==> config.mk <==
export PLATFORM = sky130hd
export DESIGN_NAME = nap_countdown_ctrl
export DESIGN_NICKNAME = d
export VERILOG_FILES = /design/src/rtl/nap_countdown_ctrl.sv
export SDC_FILE = /design/constraint.sdc
export NUM_CORES = 1
export LEC_CHECK = 0
export ABC_AREA = 1
export CAP_MARGIN = 20
export CORE_UTILIZATION = 56
export DETAILED_ROUTE_END_ITERATION = 8
export PLACE_DENSITY = 0.86
export SLEW_MARGIN = 20
export SYNTH_ARGS = -nofsm -noshare
export SYNTH_HDL_FRONTEND = slang
export SYNTH_SLANG_ARGS = --single-unit
export TNS_END_PERCENT = 5
==> constraint.sdc <==
create_clock -name clock -period 3.9 [get_ports clock]
set_clock_uncertainty 0.1 [all_clocks]
set_input_delay 0.78 -clock clock [delete_from_list [all_inputs] [get_ports clock]]
set_output_delay 0.78 -clock clock [all_outputs]
set_load 0.05 [all_outputs]
==> src/rtl/nap_countdown_ctrl.sv <==
// Nap timer sequencer: captures a clamped BCD setting, counts it down on the 1 Hz strobe,
// handles pause/resume and cancel, and raises a self-timed alarm when the count reaches 0:00.
module nap_countdown_ctrl #(
   parameter int ALARM_SECS = 10
) (
   input  logic       clock,
   input  logic       reset,
   input  logic       tick_1hz,
   input  logic       complete_setting,
   input  logic [3:0] set_min,
   input  logic [3:0] set_ten,
   input  logic [3:0] set_one,
   input  logic       sharp,
   input  logic       star,
   output logic [3:0] cur_min,
   output logic [3:0] cur_ten,
   output logic [3:0] cur_one,
   output logic       running,
   output logic       paused,
   output logic       alarm,
   output logic       done_pulse,
   output logic [2:0] state
);

   typedef enum logic [2:0] {
      IDLE  = 3'd0,
      RUN   = 3'd1,
      PAUSE = 3'd2,
      ALARM = 3'd3
   } state_t;

   localparam logic [7:0] ALARM_LIMIT = 8'(ALARM_SECS);

   state_t     state_q, state_d;
   logic [3:0] min_q, ten_q, one_q;
   logic [3:0] min_d, ten_d, one_d;
   logic [3:0] dec_min, dec_ten, dec_one;
   logic [3:0] ld_min, ld_ten, ld_one;
   logic [7:0] acnt_q, acnt_d;
   logic       done_q, done_d;
   logic       cs_q, sharp_q, star_q;
   logic       star_raw, sharp_raw, load_raw;
   logic       star_ev, sharp_ev, load_ev, tick_ev;

   assign star_raw  = star & ~star_q;
   assign sharp_raw = sharp & ~sharp_q;
   assign load_raw  = complete_setting & ~cs_q;

   // Only the highest-priority event of a cycle survives; the rest are dropped, not deferred.
   assign star_ev  = star_raw;
   assign sharp_ev = sharp_raw & ~star_raw;
   assign load_ev  = load_raw & ~star_raw & ~sharp_raw;
   assign tick_ev  = tick_1hz & ~(star_raw | sharp_raw | load_raw);

   assign ld_min = (set_min > 4'd9) ? 4'd9 : set_min;
   assign ld_ten = (set_ten > 4'd5) ? 4'd5 : set_ten;
   assign ld_one = (set_one > 4'd9) ? 4'd9 : set_one;

   // BCD decrement with borrow across the seconds and tens-of-seconds digits.
   always_comb begin
      dec_min = min_q;
      dec_ten = ten_q;
      dec_one = one_q;
      if (one_q != 4'd0) begin
         dec_one = one_q - 4'd1;
      end else begin
         dec_one = 4'd9;
         if (ten_q != 4'd0) begin
            dec_ten = ten_q - 4'd1;
         end else begin
            dec_ten = 4'd5;
            dec_min = min_q - 4'd1;
         end
      end
   end

   always_comb begin
      state_d = state_q;
      min_d   = min_q;
      ten_d   = ten_q;
      one_d   = one_q;
      acnt_d  = acnt_q;
      done_d  = 1'b0;
      case (state_q)
         IDLE: begin
            if (load_ev) begin
               min_d = ld_min;
               ten_d = ld_ten;
               one_d = ld_one;
               if ({ld_min, ld_ten, ld_one} != 12'd0) state_d = RUN;
            end
         end
         RUN: begin
            if (star_ev) begin
               state_d = IDLE;
               min_d   = 4'd0;
               ten_d   = 4'd0;
               one_d   = 4'd0;
            end else if (sharp_ev) begin
               state_d = PAUSE;
            end else if (tick_ev && ({min_q, ten_q, one_q} != 12'd0)) begin
               min_d = dec_min;
               ten_d = dec_ten;
               one_d = dec_one;
               if ({dec_min, dec_ten, dec_one} == 12'd0) begin
                  state_d = ALARM;
                  done_d  = 1'b1;
                  acnt_d  = 8'd0;
               end
            end
         end
         PAUSE: begin
            if (star_ev) begin
               state_d = IDLE;
               min_d   = 4'd0;
               ten_d   = 4'd0;
               one_d   = 4'd0;
            end else if (sharp_ev) begin
               state_d = RUN;
            end
         end
         ALARM: begin
            if (star_ev || sharp_ev) begin
               state_d = IDLE;
            end else if (tick_ev) begin
               acnt_d = acnt_q + 8'd1;
               if (acnt_q + 8'd1 == ALARM_LIMIT) state_d = IDLE;
            end
         end
         default: begin
            state_d = IDLE;
            min_d   = 4'd0;
            ten_d   = 4'd0;
            one_d   = 4'd0;
         end
      endcase
   end

   always_ff @(posedge clock or posedge reset) begin
      if (reset) begin
         state_q <= IDLE;
         min_q   <= 4'd0;
         ten_q   <= 4'd0;
         one_q   <= 4'd0;
         acnt_q  <= 8'd0;
         done_q  <= 1'b0;
         cs_q    <= 1'b0;
         sharp_q <= 1'b0;
         star_q  <= 1'b0;
      end else begin
         state_q <= state_d;
         min_q   <= min_d;
         ten_q   <= ten_d;
         one_q   <= one_d;
         acnt_q  <= acnt_d;
         done_q  <= done_d;
         cs_q    <= complete_setting;
         sharp_q <= sharp;
         star_q  <= star;
      end
   end

   assign cur_min    = min_q;
   assign cur_ten    = ten_q;
   assign cur_one    = one_q;
   assign running    = (state_q == RUN);
   assign paused     = (state_q == PAUSE);
   assign alarm      = (state_q == ALARM);
   assign done_pulse = done_q;
   assign state      = state_q;

endmodule
# Yosys cells after proc, flatten, opt, wreduce, memory -nomap -nowiden
# Index checks and enable logic that the tools add are counted.
# Widths: inputs -> output; s select.
# word_totals
input_bits	18
output_inout_bits	19
elab_cells	112
ff_bits	27
# op_classes
n_addsub	4
n_reduce_logical	12
magnitude_cmp	3
n_eq_ne	20
n_bitwise	16
n_mux	48
# ops
op	n
$mux 4	21
$mux 8	6
$pmux 4 s4	3
$mux 3	11
$reduce_bool 12->1	2
$pmux 8 s2	1
$reduce_and 7->1	2
$logic_not 12->1	1
$ne 3x1->1 const B	4
$pmux 3 s4	1
$sub 4x1->4 const B	3
$ne 2x2->1 const B	5
$add 8x1->8 const B	1
$eq 8x4->1 const B	1
$gt 4x4->1 const B	2
$ne 2x1->1 const B	4
$ne 4x1->1 const B	2
$reduce_bool 4->1	2
$and 1x1->1	7
$not 1->1	7
$eq 3x2->1 const B	2
$mux 1	5
$reduce_and 5->1	1
$gt 4x3->1 const B	1
7 further kinds	8

# Depth between registers and ports, before layout
# logic_depth
word_depth	11
depth_mapped	13

# Worst setup path before layout
# Ideal clock, no wire load.
# synth_timing
path_kind	register to register
startpoint	register state_q[1] (netlist: state[1])
endpoint	register one_q[2] (netlist: cur_one[2])
required_ns	3.677
slack_ns	1.332
synth_period_minus_slack_ns	2.568
path_buffers	1
arrival_time_ns	2.344
stages_incl_launch_ff	10
cell_sequence	dfrtp_1 > inv_2 > nor2_1 > nand2_1 > and3_1 > o21ai_4 > inv_2 > buf_4 > nand2_1 > o21ai_1
# synth_via
elab_chain_cells	3
elab_cells_between_ends	11
cone_classes	7 x eq/ne; 1 x mux; 1 x bitwise; 2 x reduce/logical
# synth_rtl
item	line_no	rtl
from (decl)	34	state_t state_q, state_d;
from (signal assigned)	151	state_q <= state_d;
$eq 3x2->1 *	n/a	
net paused	19	output logic paused,
$ne 2x1->1 (no line)	n/a	
$reduce_and 5->1 (no line)	n/a	
to (signal assigned)	154	one_q <= one_d;
to (decl)	35	logic [3:0] min_q, ten_q, one_q;
# Mark *: on every way through the listed nets, which the timed path passes. The rest lies on a longest branch.
# A chain may end at the register's enable or synchronous reset.

# Final worst setup path
# layout_timing
startpoint	register state_q[1] (netlist: state[1])
endpoint	output port alarm
# layout_via
elab_chain_cells	1
# layout_rtl
item	line_no	rtl
$eq 3x2->1	168	assign alarm = (state_q == ALARM);
to (decl)	20	output logic alarm,
# No other way between the ends.

==> metrics.cfg <==
[synthesis]
synth.largest_area_cell=sky130_fd_sc_hd__dfrtp_1
syn-instance-count=278
synth_compound_area_share_pct=12.2
mappedNetlistNets=300
synth_top_area_share_pct=34.5
post_synth_xor_area_fraction_pct=0.928
ys.warnings.count=0
synth_area_in_adders_pct=2.65
largest_family_of_logic_cells_by_synthesized_area=simple AND/OR/NAND/NOR gates
post_synth.cell_area_avg_um2=6.79
yosys_most_used_dff=sky130_fd_sc_hd__dfrtp_1
yosys.area_share.simple_pct=39.5
synthArstFlopShare_pct=100
netlist_area_um2=1890
share_of_synthesized_area_spent_on_multiplexers_pct=0
yosysSeqAreaShare_pct=34.5
yosys_register_bits=26
netlist-cell-type-count=35
synth_enable_flop_cells=0
synth_area_leaders=sky130_fd_sc_hd__dfrtp_1 (34%), sky130_fd_sc_hd__nand2_1 (18%), sky130_fd_sc_hd__inv_1 (7.6%)

[run]
cap_violations=0

[clock_tree]
post-cts-setup-buffer-count=0
cts_tree=done
cts_hold_buf=0
clkTransAtPathRegs_ns=0.14
htree_num_levels=1
post_cts_resize_count=0
insertion_delay_ns=0.31
cts_max_path_buffers=2
cts_bufs_inserted=3
cts_sinks=26
clock-root-buffer=sky130_fd_sc_hd__clkbuf_4

[floorplanning]
num_rows=20
floorplan.initialDensity_pct=60.4
core_region_area_um2=3130
chipHeight_um=60.1
die_area_um2=3610
x_dimension_of_the_die_um=60.1
top_level_ports=37

[worst_setup_path]
critical_path_class=reg2out
worst_r2r_path_depth=12
timing.rr.start=cur_one[0]
path_max_fanout=11
type_of_origin_of_the_critical_path=register
endpoint_kind=primary output
worst-endpoint-required_ns=3.02
ff2ff_setup_slack_ns=1.83
worst_reg2reg_endpoint=acnt_q[6]
arrival_ns=2.03

[power_and_ir_drop]
power.net_switching_w=0.000880
cellPowerDensity_nw_per_um2=693
sw_frac_of_total_pct=55.5
power_frac_seq_pct=25.8
power_leakage_nw=1.13
ir_drop_uv=409
power_report.internal_total_w=0.000704
power_frac_comb_pct=66.9
clock_power_share_pct=7.3

[route]
detail_route.first_pass.iterations=4
drt-wirelength-per-cell_um=12.0
wl_um=4260
detailed_route_via_count=1834
detailedRoute.firstIterationViolations=158
route.detailed.drc=0
viasPerCell=5.17
antenna_violating_nets_post_route=0

[hold_path]
worst_hold_startpoint=acnt_q[7]
hold-path-cell-count=2
hold_path_end=acnt_q[7]
timing.hold.worst.class=reg2reg

[finish]
area_delta_synth_final_pct=21.1
nNetsFinal=335
seq_area_um2=651
final_common_cell=sky130_fd_sc_hd__nand2_1
final.fill_count=269
drive_gt1_share_pct=7.40
num_antenna_cells=0
multi_input_area_um2=1050
layout_common_cells=sky130_fd_sc_hd__nand2_1 (89), sky130_fd_sc_hd__inv_1 (37), sky130_fd_sc_hd__clkdlybuf4s50_1 (35)

[global_route]
antenna_found_initial=0
grt_pass1_vias=1601
sum_of_overflow_across_all_layers_after_global_routing=0
overall_fraction_of_global_route_tracks_in_use_pct=26.2
maximum_number_of_pins_on_one_net_before_global_route_repair=27
wire_length_of_the_first_global_routing_pass_um=7110

[timing]
tightest_slew_ns=0.930
maxClockFrequency_mhz=344
final.min_clock_period_ns=2.91
setup_viol_count_final=0
fin_tns_setup_ns=0
final-hold-violation-count=0
drv_slew=0
grt_setup_unrepaired=no
slew-limit-headroom_pct=37.6
timing.final.crit_share_pct=74.6
fin_worst_hold_slack_ns=0.431

[place]
global_placement_routability_congestion=0.893
port_buffers=35
hpwlAfterDp_um=3270

[run_status]
status=finished clean

-- synth_stat cells, drive strengths merged, types with 4 or more instances --
| cell type | count |
|---|---|
| nand3 | 21 |
| nand2 | 94 |
| o21ai | 19 |
| o22ai | 4 |
| nand4 | 7 |
| a21oi | 6 |
| ha | 4 |
| inv | 43 |
| nor2 | 30 |
| a22oi | 4 |
| buf | 4 |
| dfrtp | 26 |
-- kinds of logic (layout without fill, tap and decap cells) --
family,after synthesis,count (layout)
xor+xnor,2,2
compound gates,37,37
simple gates,160,160
flops,26,26
other cells,1,1
fa+ha+maj,4,4
buf+inv,48,81
-- critical path, stage by stage (launching register included) --
cell                              delay [ns]
sky130_fd_sc_hd__dfrtp_1                0.53
sky130_fd_sc_hd__nand2_1                0.29
sky130_fd_sc_hd__inv_1                  0.11
sky130_fd_sc_hd__clkdlybuf4s50_1        0.80
-- power by group through the flow --
| stage | logic, W | clock network, W | registers (W) |
|---|---|---|---|
| 4_1_cts | 0.00105 | 0.000118 | 0.000408 |
| 3_5_place_dp | 0.00105 | 0 | 0.000414 |
| 2_1_floorplan | 0.000626 | 0 | 0.000574 |
| 5_1_grt | 0.00116 | 0.000127 | 0.000421 |
| 6_report | 0.00106 | 0.000116 | 0.000409 |
| 3_3_place_gp | 0.00104 | 0 | 0.000412 |
-- worst max path at each step --
stage / startpoint / to / slack [ns]
after floorplan: state[1] / cur_one[2] / 1.33
after global placement: star / acnt_q[3] / 1.28
after detailed placement: star / acnt_q[6] / 1.21
after CTS: state[1] / alarm / 0.98
after global routing: state[1] / alarm / 0.87
final: state[1] / alarm / 0.99
-- registers in the layout, summed over array words and instances (netlist names) --
register	flops
acnt_q	8
cur_min	4
cur_one	4
cur_ten	4
state	2
cs_q	1
done_pulse	1
sharp_q	1
star_q	1
-- through the flow --
| step | cells | utilization, % | worst slack (ns) | total power, W | area [um2] |
|---|---|---|---|---|---|
| after floorplan | 278 | - | 1.33 | 0.00120 | 1890 |
| final | 355 | 73.1 | 0.991 | 0.00158 | 2290 |
| after global routing | 355 | 73.1 | 0.871 | 0.00171 | 2290 |
| after CTS | 355 | 73.1 | 0.978 | 0.00158 | 2290 |
| after global placement | 352 | 72.4 | 1.28 | 0.00145 | 2260 |
| after detailed placement | 352 | 72.4 | 1.21 | 0.00146 | 2260 |
-- final cells by class --
type                       instances  share of cell area (%)
timing repair buffer              35                    15.3
clock buffer                       3                   0.985
sequential                        26                    28.4
inverter                          43                    7.06
tap                               44                    2.41
multi-input combinational        204                    45.8
-- layer usage --
metal	vias to the layer above	global-route usage, %	wire (um)
met5	-	0	0
met4	0	7.31	45
met3	4	4.33	229
met2	64	38.7	1850
met1	812	39.4	2130
li1	954	-	-
No activity file was read; power rests on OpenSTA's default activity.
